$ cat src/rtl/frame_scheduler_if.sv
// rtl/frame_scheduler_if.sv - frame_scheduler handshake bundle (scheduler = master, output/render side = slave)
interface frame_scheduler_if #(
  parameter int CNT_W = 16
);
  logic             enable;
  logic             new_frame;
  logic             frame_tick;
  logic             render_start;
  logic             render_done;
  logic             render_ack;
  logic             buf_sel_display;
  logic             buf_sel_render;
  logic             render_busy;
  logic [CNT_W-1:0] dropped_frames;
  logic             timeout;

  modport master (
    input  enable, new_frame, render_done,
    output frame_tick, render_start, render_ack, buf_sel_display, buf_sel_render,
           render_busy, dropped_frames, timeout
  );

  modport slave (
    output enable, new_frame, render_done,
    input  frame_tick, render_start, render_ack, buf_sel_display, buf_sel_render,
           render_busy, dropped_frames, timeout
  );
endinterface

$ cat src/rtl/frame_scheduler.sv
// rtl/frame_scheduler.sv - per-frame tick/render/swap sequencer with overrun counter
// Optional render watchdog enabled by defining FRAME_SCHED_WATCHDOG_EN.
module frame_scheduler #(
  parameter int CNT_W = 16
`ifdef FRAME_SCHED_WATCHDOG_EN
  , parameter int TIMEOUT_FRAMES = 4
`endif
) (
  input  logic              Clk,
  input  logic              Reset_n,
  frame_scheduler_if.master bus
);

  typedef enum logic [2:0] {
    IDLE, TICK, START, RENDER, WAIT_VB, SWAP, ACKW
  } state_t;

  state_t           state, next_state;
  logic             frame_tick_q, render_start_q, render_ack_q, busy_q;
  logic             buf_disp_q, buf_rend_q;
  logic             frame_tick_d, render_start_d, render_ack_d, busy_d, buf_disp_d;
  logic [CNT_W-1:0] dropped_q;
  logic             drop_evt;
  logic             wd_fire;

  // A frame start that arrives while the render is still drawing is an overrun.
  assign drop_evt = (state == RENDER) && bus.new_frame && !bus.render_done;

`ifdef FRAME_SCHED_WATCHDOG_EN
  localparam int WD_W = $clog2(TIMEOUT_FRAMES + 1);

  logic [WD_W-1:0] wd_cnt;
  logic            timeout_q;

  assign wd_fire = drop_evt && (wd_cnt == WD_W'(TIMEOUT_FRAMES - 1));

  // Held at zero outside RENDER so every render starts with a fresh frame budget.
  always_ff @(posedge Clk) begin
    if (!Reset_n) begin
      wd_cnt    <= '0;
      timeout_q <= 1'b0;
    end else begin
      if (state != RENDER) begin
        wd_cnt <= '0;
      end else if (drop_evt) begin
        wd_cnt <= wd_cnt + 1'b1;
      end
      if (wd_fire) begin
        timeout_q <= 1'b1;
      end
    end
  end

  assign bus.timeout = timeout_q;
`else
  assign wd_fire     = 1'b0;
  assign bus.timeout = 1'b0;
`endif

  always_ff @(posedge Clk) begin
    if (!Reset_n) begin
      state          <= IDLE;
      frame_tick_q   <= 1'b0;
      render_start_q <= 1'b0;
      render_ack_q   <= 1'b0;
      busy_q         <= 1'b0;
      buf_disp_q     <= 1'b0;
      buf_rend_q     <= 1'b1;
    end else begin
      state          <= next_state;
      frame_tick_q   <= frame_tick_d;
      render_start_q <= render_start_d;
      render_ack_q   <= render_ack_d;
      busy_q         <= busy_d;
      buf_disp_q     <= buf_disp_d;
      buf_rend_q     <= ~buf_disp_d;
    end
  end

  always_comb begin
    next_state = state;
    case (state)
      IDLE:    if (bus.new_frame && bus.enable) next_state = TICK;
      TICK:    next_state = START;
      START:   next_state = RENDER;
      RENDER: begin
        if (bus.render_done && bus.new_frame) begin
          next_state = SWAP;
        end else if (bus.render_done) begin
          next_state = WAIT_VB;
        end else if (wd_fire) begin
          next_state = IDLE;
        end
      end
      WAIT_VB: if (bus.new_frame) next_state = SWAP;
      SWAP:    next_state = ACKW;
      ACKW:    if (!bus.render_done) next_state = bus.enable ? TICK : IDLE;
      default: next_state = IDLE;
    endcase
  end

  // Outputs are decoded from the upcoming state so they land in flops aligned with it.
  always_comb begin
    frame_tick_d   = (next_state == TICK);
    render_start_d = (next_state == START);
    render_ack_d   = (next_state == SWAP) || wd_fire;
    busy_d         = (next_state inside {TICK, START, RENDER, WAIT_VB});
    buf_disp_d     = (next_state == SWAP) ? ~buf_disp_q : buf_disp_q;
  end

  always_ff @(posedge Clk) begin
    if (!Reset_n) begin
      dropped_q <= '0;
    end else if (drop_evt && (dropped_q != {CNT_W{1'b1}})) begin
      dropped_q <= dropped_q + 1'b1;
    end
  end

  assign bus.frame_tick      = frame_tick_q;
  assign bus.render_start    = render_start_q;
  assign bus.render_ack      = render_ack_q;
  assign bus.render_busy     = busy_q;
  assign bus.buf_sel_display = buf_disp_q;
  assign bus.buf_sel_render  = buf_rend_q;
  assign bus.dropped_frames  = dropped_q;

endmodule

$ cat src/flat_wrapper.sv
// flat-port wrapper written by rule: the top's interface ports become plain ports
module frame_scheduler_flat 
#(
  parameter int CNT_W = 16

)
  (Clk, Reset_n, bus_enable, bus_new_frame, bus_render_done, bus_frame_tick, bus_render_start, bus_render_ack, bus_buf_sel_display, bus_buf_sel_render, bus_render_busy, bus_dropped_frames, bus_timeout);
  frame_scheduler_if #(.CNT_W(CNT_W)) bus_i ();
  input  logic Clk;
  input  logic Reset_n;
  input wire logic [$bits(bus_i.enable)-1:0] bus_enable;
  input wire logic [$bits(bus_i.new_frame)-1:0] bus_new_frame;
  input wire logic [$bits(bus_i.render_done)-1:0] bus_render_done;
  output wire logic [$bits(bus_i.frame_tick)-1:0] bus_frame_tick;
  output wire logic [$bits(bus_i.render_start)-1:0] bus_render_start;
  output wire logic [$bits(bus_i.render_ack)-1:0] bus_render_ack;
  output wire logic [$bits(bus_i.buf_sel_display)-1:0] bus_buf_sel_display;
  output wire logic [$bits(bus_i.buf_sel_render)-1:0] bus_buf_sel_render;
  output wire logic [$bits(bus_i.render_busy)-1:0] bus_render_busy;
  output wire logic [$bits(bus_i.dropped_frames)-1:0] bus_dropped_frames;
  output wire logic [$bits(bus_i.timeout)-1:0] bus_timeout;
  assign bus_i.enable = bus_enable;
  assign bus_i.new_frame = bus_new_frame;
  assign bus_i.render_done = bus_render_done;
  assign bus_frame_tick = bus_i.frame_tick;
  assign bus_render_start = bus_i.render_start;
  assign bus_render_ack = bus_i.render_ack;
  assign bus_buf_sel_display = bus_i.buf_sel_display;
  assign bus_buf_sel_render = bus_i.buf_sel_render;
  assign bus_render_busy = bus_i.render_busy;
  assign bus_dropped_frames = bus_i.dropped_frames;
  assign bus_timeout = bus_i.timeout;
  frame_scheduler #(.CNT_W(CNT_W)) u_core (.Clk(Clk), .Reset_n(Reset_n), .bus(bus_i));
endmodule
$ cat config.mk
export PLATFORM = sky130hd
export DESIGN_NAME = frame_scheduler_flat
export DESIGN_NICKNAME = d
export VERILOG_FILES = /design/src/rtl/frame_scheduler_if.sv /design/src/rtl/frame_scheduler.sv /design/src/flat_wrapper.sv
export SDC_FILE = /design/constraint.sdc
export NUM_CORES = 1
export LEC_CHECK = 0
export BUFFER_PORTS_ARGS = -buffer_cell sky130_fd_sc_hd__clkbuf_2
export CAP_MARGIN = 15
export CORE_UTILIZATION = 25
export CTS_CLUSTER_DIAMETER = 150
export CTS_CLUSTER_SIZE = 8
export DETAILED_ROUTE_END_ITERATION = 10
export PLACE_DENSITY = 0.45
export SKIP_LAST_GASP = 1
export SLEW_MARGIN = 5
export SYNTH_ARGS = -nofsm -noshare
export SYNTH_HDL_FRONTEND = slang
export SYNTH_SLANG_ARGS = --single-unit
$ cat constraint.sdc
create_clock -name Clk -period 4.13 [get_ports Clk]
set_input_delay 0 -clock Clk [delete_from_list [all_inputs] [get_ports Clk]]
set_output_delay 0 -clock Clk [all_outputs]
set_load 0.02 [all_outputs]
Yosys cells after proc, flatten, opt, wreduce, memory -nomap -nowiden
Index checks and enable logic that the tools add are counted.

Bits in registers: 25. Input bits: 5.

Add/sub/neg operators: 1. Equal/unequal tests: 12. Multiplexer cells: 8. Bitwise operators: 2. Reduce and logical (&&, ||, !) cells: 8.

Operator list (number): $pmux 3 s7 (1); $add 16x1->16 const B (1); $ne 16x16->1 const B (1); $eq 3x3->1 const B (5); $mux 3 (5); $eq 3x2->1 const B (4); $eq 3x1->1 const B (2); $logic_and 1x1->1 (5); $reduce_bool 4->1 (1); $logic_not 3->1 (1); $mux 1 (2); $not 1->1 (2); $logic_not 1->1 (1).

Logic depth before layout (Yosys ltp)
Depth after elaboration: 6. Gate-level depth with buffers: 6. Mapped depth without buffers: 5.

Worst setup path before layout
Ideal clock, no wire load.

Path type: flip-flop to flip-flop. Start point: register u_core.dropped_q[0] (netlist: u_core.bus.dropped_frames[0]). End point: register u_core.dropped_q[6] (netlist: u_core.bus.dropped_frames[6]). Setup time: 0.070 ns. Arrival: 1.642 ns. Data required time: 4.060 ns. Slack: 2.418 ns. Stages on the path, launching flop included: 7. Buffers on the path: 1. Period minus slack after synthesis: 1.712 ns. Cell sequence: dfxtp_1 -> ha_1 -> and3_1 -> nand4_1 -> buf_2 -> or4_1 -> a21oi_1.

Word-level cells in the longest chain between the ends: 2. Elaborated cells between the ends (all ways): 3.

RTL lines: from (decl) (RTL line frame_scheduler.sv:22) `logic [CNT_W-1:0] dropped_q;`; from (signal assigned) (RTL line frame_scheduler.sv:115) `dropped_q <= dropped_q + 1'b1;`; parallel branches: the longest is 2 deep, another holds $add 16x1->16.

Parallel ways; which one is timed is not known. A chain may end at the register's enable or synchronous reset.

Final worst setup path
Start point: register u_core.dropped_q[0] (netlist: u_core.bus.dropped_frames[0]). End point: register u_core.dropped_q[1] (netlist: u_core.bus.dropped_frames[1]).

Same word-level chain as after synthesis.

==> flow_metrics.py <==
metrics = {
    "clocking": {
        "cts_resized": 0,
        "hold_buffers": 0,
        "clkTransAtPathRegs_ps": 90,
        "htreeDepth": 1,
        "clk_latency_ps": 270,
        "cts_root_buf": "clkbuf_8",
        "cts_inserted_buffers": 3,
        "cts_tree": "yes",
        "post_cts_buffers": 0,
        "cts_sinks": 25,
        "cts_buffer_depth": 2,
    },
    "floorplan": {
        "die_area_um2": 5430,
        "ioPinCount": 28,
        "rows": 25,
        "initial_core_util_pct": 26.5,
        "core_area_um2": 4850,
        "die_width_um": 73.7,
        "die_h_um": 73.7,
    },
    "drt": {
        "vias_per_cell": 4.95,
        "firstDrtPassIters": 4,
        "drc": 0,
        "wl_per_cell_um": 11.9,
        "drtIter0Drc": 49,
        "finalWirelength_um": 2850,
        "vias": 1187,
        "drtAntennaViolNets": 0,
    },
    "finish": {
        "multi_input_area_um2": 718,
        "seqCellArea_um2": 500,
        "drive_gt1_share_pct": 17.9,
        "fin_cells": 240,
        "antennaDiodeCount": 0,
        "fillers": 526,
        "area_delta_synth_final_pct": 16.7,
        "nets": 180,
    },
    "pwr": {
        "p_per_area_nw_per_um2": 289,
        "power.leakage_nw": 0.549,
        "p_total_mw": 0.434,
        "ir_drop_mv": 0.124,
    },
    "timing": {
        "slew_viol_final": 0,
        "setup_viol": 0,
        "tightest_slew_ps": 1070,
        "rsz0062_at_grt": "false",
        "timing.final.crit_share_pct": 52.4,
        "hold_violations": 0,
        "fin_skew_ps": 3.04,
        "setup_ws_ps": 1970,
        "fmax_ghz": 0.462,
        "max_slew_margin_pct": 28.3,
        "setup_tns_ps": 0,
        "finalCriticalPeriod_ps": 2160,
    },
    "worst_setup_path": {
        "startpoint_type": "flip-flop",
        "crit_chain": "ha_1, nand3_1, nor3_1, a21oi_1, mux2i_1",
        "slowest_delay_ps": 860,
        "cp.required_ps": 4280,
        "cp-end-kind": "flip-flop",
        "cp_num_buf_inv": 0,
        "cp_max_fo": 12,
        "cp.arrival_ps": 2320,
        "cp_top_family": "simple AND/OR/NAND/NOR gates",
        "worstSetupPathType": "reg2reg",
        "slowest_stage": "nor3_1",
    },
    "logic_synthesis": {
        "synth_seq_cells": 25,
        "netlist_top_cells_count": "dfxtp_1, a21oi_1, nand2_1",
        "yosysSeqAreaShare_pct": 38.9,
        "synth_top_cell_area_share_pct": 38.9,
        "yosysTopAreaCell": "dfxtp_1",
        "synth_edf_count": 0,
        "ys_warn_count": 0,
        "syn_area_um2": 1280,
        "syn_area_per_cell_um2": 8.51,
        "synth_cell_types": 38,
        "syn_nets": 157,
        "ys_async_sr_fraction_pct": 0,
        "netlist_instances": 151,
        "yosys-top-cells-area": "dfxtp_1, a21oi_1, mux2i_1, nand2_1, o31ai_1",
        "yosysMostFrequentCell": "dfxtp_1",
        "synthFlopType": "dfxtp_1",
    },
    "place": {
        "dpl_worst_slack_ps": 1970,
        "routabilityCongestion": 0.696,
        "dp.cells": 236,
        "portBuffers": 26,
        "dpl.hpwl_um": 2130,
    },
    "grt": {
        "grt_overflow_total": 0,
        "antenna_found_initial": 0,
        "grt.total_usage_pct": 11.6,
        "grt_pass1_vias": 1167,
        "grt_pass1_wl_um": 4970,
        "grt_max_degree": 18,
    },
    "run_status": {
        "status": "finished clean",
    },
    "flow_run": {
        "maxCapViolations": 0,
    },
    "hold_path": {
        "hp-class": "in2reg",
    },
}
-- per-stage QoR --
step | hold WS [ps] | instance area, um2 | util, %
6_report | 87.5 | 1500 | 30.9
5_1_grt | 120 | 1500 | 30.9
4_1_cts | 79.9 | 1500 | 30.9
3_5_place_dp | 379 | 1460 | 30.0
3_3_place_gp | 367 | 1460 | 30.0
2_1_floorplan | 156 | 1280 | -
-- report_power, final --
group | total, mW | internal (mW) | switching (mW)
combinational | 0.0343 | 0.0131 | 0.0212
clock | 0.146 | 0.0690 | 0.0771
sequential | 0.253 | 0.246 | 0.00751
total | 0.434 | 0.328 | 0.106
-- cell usage in the layout (no fill, tap or decap), types with 2 or more instances in the layout --
master    netlist  routed
a211oi_1        5       5
a21oi_1        16      16
and3_1          3       3
and4_1          2       2
clkbuf_2        0      26
clkbuf_8        0       3
dfxtp_1        25      25
inv_1           6       6
mux2i_1         7       7
nand2_1        14      14
nand2b_1        8       8
nand3_1         4       4
nand3b_1        2       2
nand4_1         6       6
nor2_1          6       6
nor3_1          3       3
o21ai_0         5       5
o31ai_1         7       7
or3_1           2       2
or4_1           6       6
-- cell type report --
class	count	share of cell area [%]
inverter	6	1.50
timing repair buffer	26	8.67
sequential	25	33.4
tap	67	5.59
clock buffer	4	3.00
multi-input combinational	112	47.9
-- logic make-up (layout without fill, tap and decap cells) --
logic type               count (synthesis)  in the layout  synth area share, %
adder cells (fa/ha/maj)                  1              1                0.974
multiplexers                             7              7                 5.45
buffers and inverters                   14             36                 5.16
XOR/XNOR                                 1              1                0.682
other                                    1              1                0.292
AO/OA/AOI/OAI                           39             39                 19.2
flip-flops                              25             25                 38.9
AND/OR/NAND/NOR                         63             63                 29.3
-- registers in the layout (all words and copies together) (netlist names) --
name / count
u_core.bus.frame_tick: 1
u_core.bus.render_ack: 1
u_core.bus.buf_sel_display: 1
u_core.bus.buf_sel_render: 1
u_core.bus.dropped_frames: 16
u_core.bus.render_start: 1
u_core.bus.render_busy: 1
u_core.state: 3
-- final timing paths --
path | startpoint | endpoint | slack (ps) | cells past startpoint
worst max register to register | u_core.bus.dropped_frames[0] | u_core.bus.dropped_frames[1] | 1970 | 5
worst min register to register | u_core.bus.dropped_frames[3] | u_core.bus.dropped_frames[3] | 510 | 2
worst max-delay path | u_core.bus.dropped_frames[0] | u_core.bus.dropped_frames[1] | 1970 | 5
worst min-delay path | bus_new_frame | u_core.state[0] | 90 | 3
-- worst min-delay path: stages --
cell      delay, ps
clkbuf_2        110
nand3b_1        120
a21oi_1          70
-- layer usage --
| metal | vias up | wire, um | GRT usage (%) |
|---|---|---|---|
| met5 | - | 0 | 0 |
| met4 | 0 | 25 | 5.77 |
| met1 | 557 | 1340 | 14.0 |
| li1 | 609 | - | - |
| met3 | 2 | 108 | 2.06 |
| met2 | 19 | 1390 | 19.7 |
Power figures use the tool's default switching activity.
